### src/rtl/xc_aesmix_seq.sv
// Sequences a 128-bit AES MixColumns/InvMixColumns through one shared 32-bit mix unit, one column per op.
// Optional build macro: XC_AESMIX_SEQ_ROUNDKEY_EN fuses AddRoundKey into each captured column.
module xc_aesmix_seq #(
  parameter int unsigned MIX_TIMEOUT = 16
) (
  input  logic         clock,
  input  logic         resetn,
  input  logic         req_valid,
  output logic         req_ready,
  input  logic         req_enc,
  input  logic [127:0] req_state,
`ifdef XC_AESMIX_SEQ_ROUNDKEY_EN
  input  logic [127:0] req_rkey,
`endif
  output logic         rsp_valid,
  input  logic         rsp_ready,
  output logic [127:0] rsp_state,
  output logic         rsp_error,
  output logic         busy,
  output logic         mix_valid,
  output logic         mix_enc,
  output logic [31:0]  mix_rs1,
  output logic [31:0]  mix_rs2,
  output logic         mix_flush,
  output logic [31:0]  mix_flush_data,
  input  logic         mix_ready,
  input  logic [31:0]  mix_result
);

  localparam int unsigned TW    = (MIX_TIMEOUT == 0) ? 1 : $clog2(MIX_TIMEOUT + 1);
  localparam bit          TO_EN = (MIX_TIMEOUT != 0);

  typedef enum logic [1:0] {S_IDLE, S_FLUSH, S_ISSUE, S_RESP} state_t;

  state_t         state_q, state_d;
  logic [1:0]     col_q, col_d;
  logic [TW-1:0]  timer_q, timer_d;
  logic [127:0]   req_q, req_d;
  logic           enc_q, enc_d;
  logic           err_q, err_d;
  logic [127:0]   rsp_q, rsp_d;
  logic           req_ready_q, req_ready_d;
  logic           rsp_valid_q, rsp_valid_d;
  logic           busy_q, busy_d;
  logic           mix_valid_q, mix_valid_d;
  logic           mix_enc_q, mix_enc_d;
  logic           mix_flush_q, mix_flush_d;
  logic [31:0]    mix_word_q, mix_word_d;
  logic [31:0]    capture;
`ifdef XC_AESMIX_SEQ_ROUNDKEY_EN
  logic [127:0]   rkey_q, rkey_d;
`endif

  // Column word as written back; round key is folded in when fused AddRoundKey is built
`ifdef XC_AESMIX_SEQ_ROUNDKEY_EN
  assign capture = mix_result ^ rkey_q[{col_q, 5'd0} +: 32];
`else
  assign capture = mix_result;
`endif

  // Next-state and next-output logic; every output is the flopped image of the next state
  always_comb begin
    state_d = state_q;
    col_d   = col_q;
    timer_d = timer_q;
    req_d   = req_q;
    enc_d   = enc_q;
    err_d   = err_q;
    rsp_d   = rsp_q;
`ifdef XC_AESMIX_SEQ_ROUNDKEY_EN
    rkey_d  = rkey_q;
`endif
    case (state_q)
      S_IDLE: begin
        if (req_valid && req_ready_q) begin
          req_d   = req_state;
          enc_d   = req_enc;
`ifdef XC_AESMIX_SEQ_ROUNDKEY_EN
          rkey_d  = req_rkey;
`endif
          col_d   = 2'd0;
          err_d   = 1'b0;
          state_d = S_FLUSH;
        end
      end
      S_FLUSH: begin
        timer_d = '0;
        state_d = S_ISSUE;
      end
      S_ISSUE: begin
        if (mix_ready) begin
          rsp_d[{col_q, 5'd0} +: 32] = capture;
          if (col_q == 2'd3) begin
            state_d = S_RESP;
          end else begin
            col_d   = col_q + 2'd1;
            state_d = S_FLUSH;
          end
        end else if (TO_EN && (timer_q == TW'(MIX_TIMEOUT - 1))) begin
          err_d   = 1'b1;
          rsp_d   = '0;
          state_d = S_RESP;
        end else if (TO_EN) begin
          timer_d = timer_q + TW'(1);
        end
      end
      S_RESP: begin
        if (rsp_ready) begin
          err_d   = 1'b0;
          state_d = S_IDLE;
        end
      end
      default: state_d = S_IDLE;
    endcase

    req_ready_d = (state_d == S_IDLE);
    rsp_valid_d = (state_d == S_RESP);
    busy_d      = (state_d != S_IDLE);
    mix_flush_d = (state_d == S_FLUSH);
    mix_valid_d = (state_d == S_ISSUE);
    mix_enc_d   = (state_d == S_ISSUE) ? enc_d : 1'b0;
    mix_word_d  = (state_d == S_ISSUE) ? req_d[{col_d, 5'd0} +: 32] : 32'd0;
  end

  // State and output registers; req_ready rises on the first clock after reset release
  always_ff @(posedge clock or negedge resetn) begin
    if (!resetn) begin
      state_q     <= S_IDLE;
      col_q       <= 2'd0;
      timer_q     <= '0;
      req_q       <= '0;
      enc_q       <= 1'b0;
      err_q       <= 1'b0;
      rsp_q       <= '0;
      req_ready_q <= 1'b0;
      rsp_valid_q <= 1'b0;
      busy_q      <= 1'b0;
      mix_valid_q <= 1'b0;
      mix_enc_q   <= 1'b0;
      mix_flush_q <= 1'b0;
      mix_word_q  <= 32'd0;
`ifdef XC_AESMIX_SEQ_ROUNDKEY_EN
      rkey_q      <= '0;
`endif
    end else begin
      state_q     <= state_d;
      col_q       <= col_d;
      timer_q     <= timer_d;
      req_q       <= req_d;
      enc_q       <= enc_d;
      err_q       <= err_d;
      rsp_q       <= rsp_d;
      req_ready_q <= req_ready_d;
      rsp_valid_q <= rsp_valid_d;
      busy_q      <= busy_d;
      mix_valid_q <= mix_valid_d;
      mix_enc_q   <= mix_enc_d;
      mix_flush_q <= mix_flush_d;
      mix_word_q  <= mix_word_d;
`ifdef XC_AESMIX_SEQ_ROUNDKEY_EN
      rkey_q      <= rkey_d;
`endif
    end
  end

  assign req_ready      = req_ready_q;
  assign rsp_valid      = rsp_valid_q;
  assign rsp_state      = rsp_q;
  assign rsp_error      = err_q;
  assign busy           = busy_q;
  assign mix_valid      = mix_valid_q;
  assign mix_enc        = mix_enc_q;
  assign mix_rs1        = mix_word_q;
  assign mix_rs2        = mix_word_q;
  assign mix_flush      = mix_flush_q;
  assign mix_flush_data = 32'd0;

endmodule

### config.mk
export PLATFORM = sky130hd
export DESIGN_NAME = xc_aesmix_seq
export DESIGN_NICKNAME = d
export VERILOG_FILES = /design/src/rtl/xc_aesmix_seq.sv
export SDC_FILE = /design/constraint.sdc
export NUM_CORES = 1
export LEC_CHECK = 0
export BUFFER_PORTS_ARGS = -buffer_cell sky130_fd_sc_hd__buf_2
export CORE_MARGIN = 4
export CORE_UTILIZATION = 47
export CTS_BUF_LIST = sky130_fd_sc_hd__clkbuf_8
export CTS_CLUSTER_SIZE = 10
export DETAILED_ROUTE_END_ITERATION = 16
export GPL_TIMING_DRIVEN = 1
export PLACE_DENSITY = 0.72
export SETUP_SLACK_MARGIN = 0.1
export SYNTH_ARGS = -nofsm -noshare
export SYNTH_HDL_FRONTEND = slang
export SYNTH_SLANG_ARGS = --single-unit
### constraint.sdc
create_clock -name clock -period 3.1 [get_ports clock]
set_clock_uncertainty 0.1 [all_clocks]
set_input_delay 0.62 -clock clock [delete_from_list [all_inputs] [get_ports clock]]
set_output_delay 0.62 -clock clock [all_outputs]
set_load 0.02 [all_outputs]
; ---- Word level (Yosys, flattened, before mapping)
; Cells that the tools add are included.
[op_classes]
addsub = 3
eq_ne = 13
shift = 3
mux = 27
reduce_logical = 10
[op_table]
columns = op, n
row1 = $mux W128, 4
row2 = $bwmux W128, 1
row3 = $shift A32 B9 Y128 const A, 1
row4 = $shiftx A128 B8 Y32, 1
row5 = $shiftx A32 B9 Y128, 1
row6 = $mux W32, 1
row7 = $mux W2, 8
row8 = $eq A2 B2 Y1 const B, 5
row9 = $mux W5, 2
row10 = $ne A2 B2 Y1 const B, 5
row11 = $pmux W5 S2, 1
row12 = $neg A7 Y9, 1
row13 = $pmux W2 S4, 1
row14 = $mux W1, 7
row15 = $reduce_bool A2 Y1, 3
row16 = $add A5 B1 Y5 const B, 1
row17 = $eq A5 B4 Y1 const B, 1
row18 = $reduce_and A5 Y1, 1
row19 = $eq A2 B1 Y1 const B, 2
row20 = $logic_not A2 Y1, 2
row21 = $pmux W2 S2, 1
row22 = $pmux W1 S3, 1
row23 = $reduce_and A3 Y1, 1
row24 = $reduce_bool A3 Y1, 1
row25 = 3 further kinds, 3
[word_totals]
reg_bits = 305
in_bits = 166
output_inout_bits = 231
elab_cells = 70

; ---- Longest topological paths before layout
[logic_depth]
depth_word = 6
ltp_mapped = 9
ltp_nobuf = 9

; ---- Worst setup path before layout
; Ideal clock, no wire load.
[synth_path]
path_type = reg-to-reg
start = reg timer_q[0]
end = reg mix_word_q[29] (netlist: mix_rs1[29])
setup_ps = 65
arrival_time_ps = 2231
required_time_ps = 2935
path_slack_ps = 704
path_stages_with_launch = 10
n_path_buf = 1
period_less_slack_ps = 2396
cell_sequence = dfrtp_1 -> ha_1 -> and3_1 -> ha_1 -> nor2_2 -> nor2b_1 -> o32ai_2 -> nand2_1 -> clkbuf_1 -> o21ba_1
[synth_via]
elab_chain_len = 6
[synth_rtl]
columns = element, line_no
row1 = start: declaration, 37  ; logic [TW-1:0] timer_q, timer_d;
row2 = start signal: assignment, 148  ; timer_q <= timer_d;
row3 = $eq A5 B4 Y1, 99  ; end else if (TO_EN && (timer_q == TW'(MIX_TIMEOUT - 1))) begin
row4 = $mux W2, 99
row5 = $mux W2, 91  ; if (mix_ready) begin
row6 = $pmux W2 S4, 73  ; case (state_q)
row7 = $eq A2 B2 Y1, 122  ; mix_word_d = (state_d == S_ISSUE) ? req_d[{col_d, 5'd0} +: 32] : 32'd0;
row8 = $mux W32, 122
row9 = named net mix_word_d[29], 48  ; logic [31:0] mix_word_q, mix_word_d;
row10 = end signal: assignment, 159  ; mix_word_q <= mix_word_d;
row11 = end: declaration, 48
; The timed path passes the listed nets, and every way through them passes these cells.
; A chain may end at the register's enable or synchronous reset.

; ---- Worst setup path in the final report
[layout_path]
start = reg state_q[1]
end = reg mix_word_q[15] (netlist: mix_rs1[15])
[layout_via]
elab_chain_len = 5
elab_cells_between_ends = 14
cone_classes = eq/ne (4) / shift (1) / mux (8) / reduce/logical (1)
[layout_rtl]
columns = element, line_no
row1 = start: declaration, 35  ; state_t state_q, state_d;
row2 = start signal: assignment, 146  ; state_q <= state_d;
row3 = branches (longest 4 deep; another with $shiftx A128 B8 Y32), n/a
row4 = $mux W32 (*), 122
row5 = named net mix_word_d[15], 48
; Mark *: on every way through the listed nets, which the timed path passes.

==> flow_summary.yaml <==
status:
  outcome: "complete, no violations"
sta:
  period_needed_ns: 2.76
  fin_crit_sh_pct: 89.1
  rsz0062_at_grt: "false"
  setup_tns_ns: 0
  max_slew_margin_pct: 55.6
  worst_slew_pin_slew_ns: 0.667
  finalHoldViolations: 0
  finalMaxSlewViolations: 0
  max_freq_mhz: 362
  setup_viol: 0
critical_path:
  crit_chain: "inv_1 > ha_1 > a21boi_1 > o32ai_4 > inv_2 > buf_4 > nor3_1 > o21ba_1"
  crit_buf_inv: 3
  crit_path_max_fanout: 22
  endpoint_kind: "flip-flop"
  slowest_stage: "a21boi_1"
  crit_cells: 8
  cp.arrival_ns: 3.10
  critPathRequiredTime_ns: 3.44
  rrSetupSlack_ns: 0.34
  crit_family: "compound AO/OA/AOI/OAI gates"
  cpPeakStageDelay_ns: 0.47
  critPathCapture: "mix_rs1[15]"
  reg2reg_to: "mix_rs1[15]"
  startpoint_type: "flip-flop"
  path_class: "reg2reg"
  crit_start: "state_q[1]"
  timing.rr.start: "state_q[1]"
  rr_worst_depth: 8
placement:
  gp_congestion: 0.862
  portBuffers: 364
  dp_hpwl_um: 25300
detailed_routing:
  routedWlPerCell_um: 20.1
  finalWirelength_um: 37100
  drtIter0Drc: 686
  ant_nets: 0
  route.detailed.drc: 0
  dr.pass1.iters: 5
  vias: 9955
  via_per_inst: 5.39
cts:
  numCtsBuffers: 49
  cts_tree: "built"
  clk_latency_ns: 0.56
  htreeDepth: 2
  cts_max_path_buffers: 3
  clk_pin_slew_ns: 0.06
  cts_resized: 0
  cts.sinks: 305
  cts_root_buf: "clkbuf_8"
logic_synthesis:
  netlist_area_mm2: 0.0131
  synth_warnings: 0
  ys_types: 47
  syn_area_per_cell_um2: 12.0
  ys_ff_latch: 305
  ys_seq_area_share_pct: 58.2
  yosys_most_used_dff: "dfrtp_1"
  ys_async_sr_fraction_pct: 100
  synth_edf_count: 0
  syn_inst: 1093
global_route:
  overflow: 0
  grt_pass1_vias: 10100
  grt_use_total_pct: 23.4
  grt_max_degree: 85
  antenna_found_initial: 18
  grt_first_pass_wirelength_um: 57300
layout:
  syn_to_final_growth_pct: 24.1
  drive_above_1_share_pct: 40.3
  final_cell_mix: "buf_2, dfrtp_1, nor3_1"
  final_common_cell: "buf_2"
  fin_nets: 1606
die:
  rows: 60
  die_w_um: 175
  initial_core_util_pct: 48.2
  core_mm2: 0.0272
  die_y_um: 175
  ios: 397
  die_area_mm2: 0.0306
power:
  p_per_area_mw_per_mm2: 999
  p_total_w: 0.0163
  p_leak_nw: 8.55
  ir_drop_v: 0.000688
min_path:
  hold_path.class: "in2reg"
  worstHoldStart: "req_state[13]"
job:
  drv_cap: 0
==> worst min-delay path by stage <==
stage | end | slack (ns) | cells past startpoint
2_1_floorplan | busy | 0.22 | 0
3_3_place_gp | rsp_state[18] | 0.36 | 2
3_5_place_dp | rsp_state[16] | 0.37 | 2
4_1_cts | req_q[13] | 0.16 | 2
5_1_grt | req_q[46] | 0.17 | 2
6_report | req_q[13] | 0.19 | 2
==> cells by family after synthesis <==
group                    after synthesis  share of synthesized area (%)
buffers and inverters                157                           6.65
AO/OA/AOI/OAI                        243                           13.5
XOR/XNOR                               3                          0.201
AND/OR/NAND/NOR                      241                           8.97
adder cells (fa/ha/maj)               11                           1.05
other                                  1                         0.0286
multiplexers                         132                           11.3
flip-flops                           305                           58.2
==> sequential cells by signal, indices dropped and copies added (netlist names) <==
register,count
rsp_state,128
mix_flush,1
state_q,2
mix_enc,1
timer_q,5
enc_q,1
mix_valid,1
col_q,2
rsp_valid,1
req_ready,1
mix_rs1,32
req_q,128
rsp_error,1
busy,1
==> per-layer routing <==
metal / track usage, % / vias up / part of all wire, %
li1: - / 4487 / -
met1: 29.3 / 4940 / 39
met2: 38.8 / 401 / 49
met3: 6.71 / 101 / 7.7
met4: 8.87 / 26 / 3.3
met5: 0 / - / 0.46
==> layout make-up <==
class | instances | area (um^2)
Fill cell | 2296 | 10900
Sequential cell | 305 | 7630
Multi-Input combinational cell | 662 | 4770
Timing Repair Buffer | 397 | 2230
Clock buffer | 66 | 908
Tap cell | 372 | 465
Clock inverter | 25 | 198
Inverter | 14 | 52.6
Antenna cell | 5 | 12.5
==> power by group <==
group / leakage, nW / total, W / switching (W) / internal, W
clock network: 0.624 / 0.00378 / 0.00161 / 0.00217
logic: 3.97 / 0.00652 / 0.00392 / 0.00260
registers: 3.95 / 0.00595 / 0.000589 / 0.00536
total: 8.55 / 0.0163 / 0.00612 / 0.0101
==> stage by stage <==
stage          hold WS [ns]  std cells  setup slack [ns]  util, %  cell area (um^2)
3_5_place_dp          0.367       1749             0.370     55.7             15100
6_report              0.194       1846             0.339     59.9             16300
5_1_grt               0.170       1846             0.176     59.9             16300
4_1_cts               0.165       1841             0.350     59.8             16300
2_1_floorplan         0.224       1124             0.704        -             13200
3_3_place_gp          0.359       1749             0.414     55.7             15100
==> timing repair <==
item	4_1_cts	5_1_grt
hold buffers	1	0
setup buffers	0	0
hold endpoints to repair	78	0
==> cell usage after synthesis (3+ instances only) <==
| cell | instances | area, um^2 |
|---|---|---|
| nand2b_1 | 6 | 37.5 |
| o21ba_1 | 24 | 240 |
| nor2_1 | 7 | 26.3 |
| ha_1 | 11 | 138 |
| nand2_1 | 80 | 300 |
| mux2_1 | 33 | 372 |
| o21ai_0 | 37 | 185 |
| inv_1 | 12 | 45.0 |
| a22o_1 | 95 | 832 |
| buf_2 | 28 | 140 |
| clkbuf_1 | 47 | 176 |
| mux2_2 | 97 | 1090 |
| buf_4 | 66 | 495 |
| nor3_1 | 112 | 561 |
| or3_1 | 15 | 93.8 |
| nor2b_1 | 5 | 31.3 |
| a21oi_1 | 71 | 355 |
| dfrtp_1 | 305 | 7630 |
| and3_1 | 3 | 18.8 |
(Power assumes the default switching activity.)
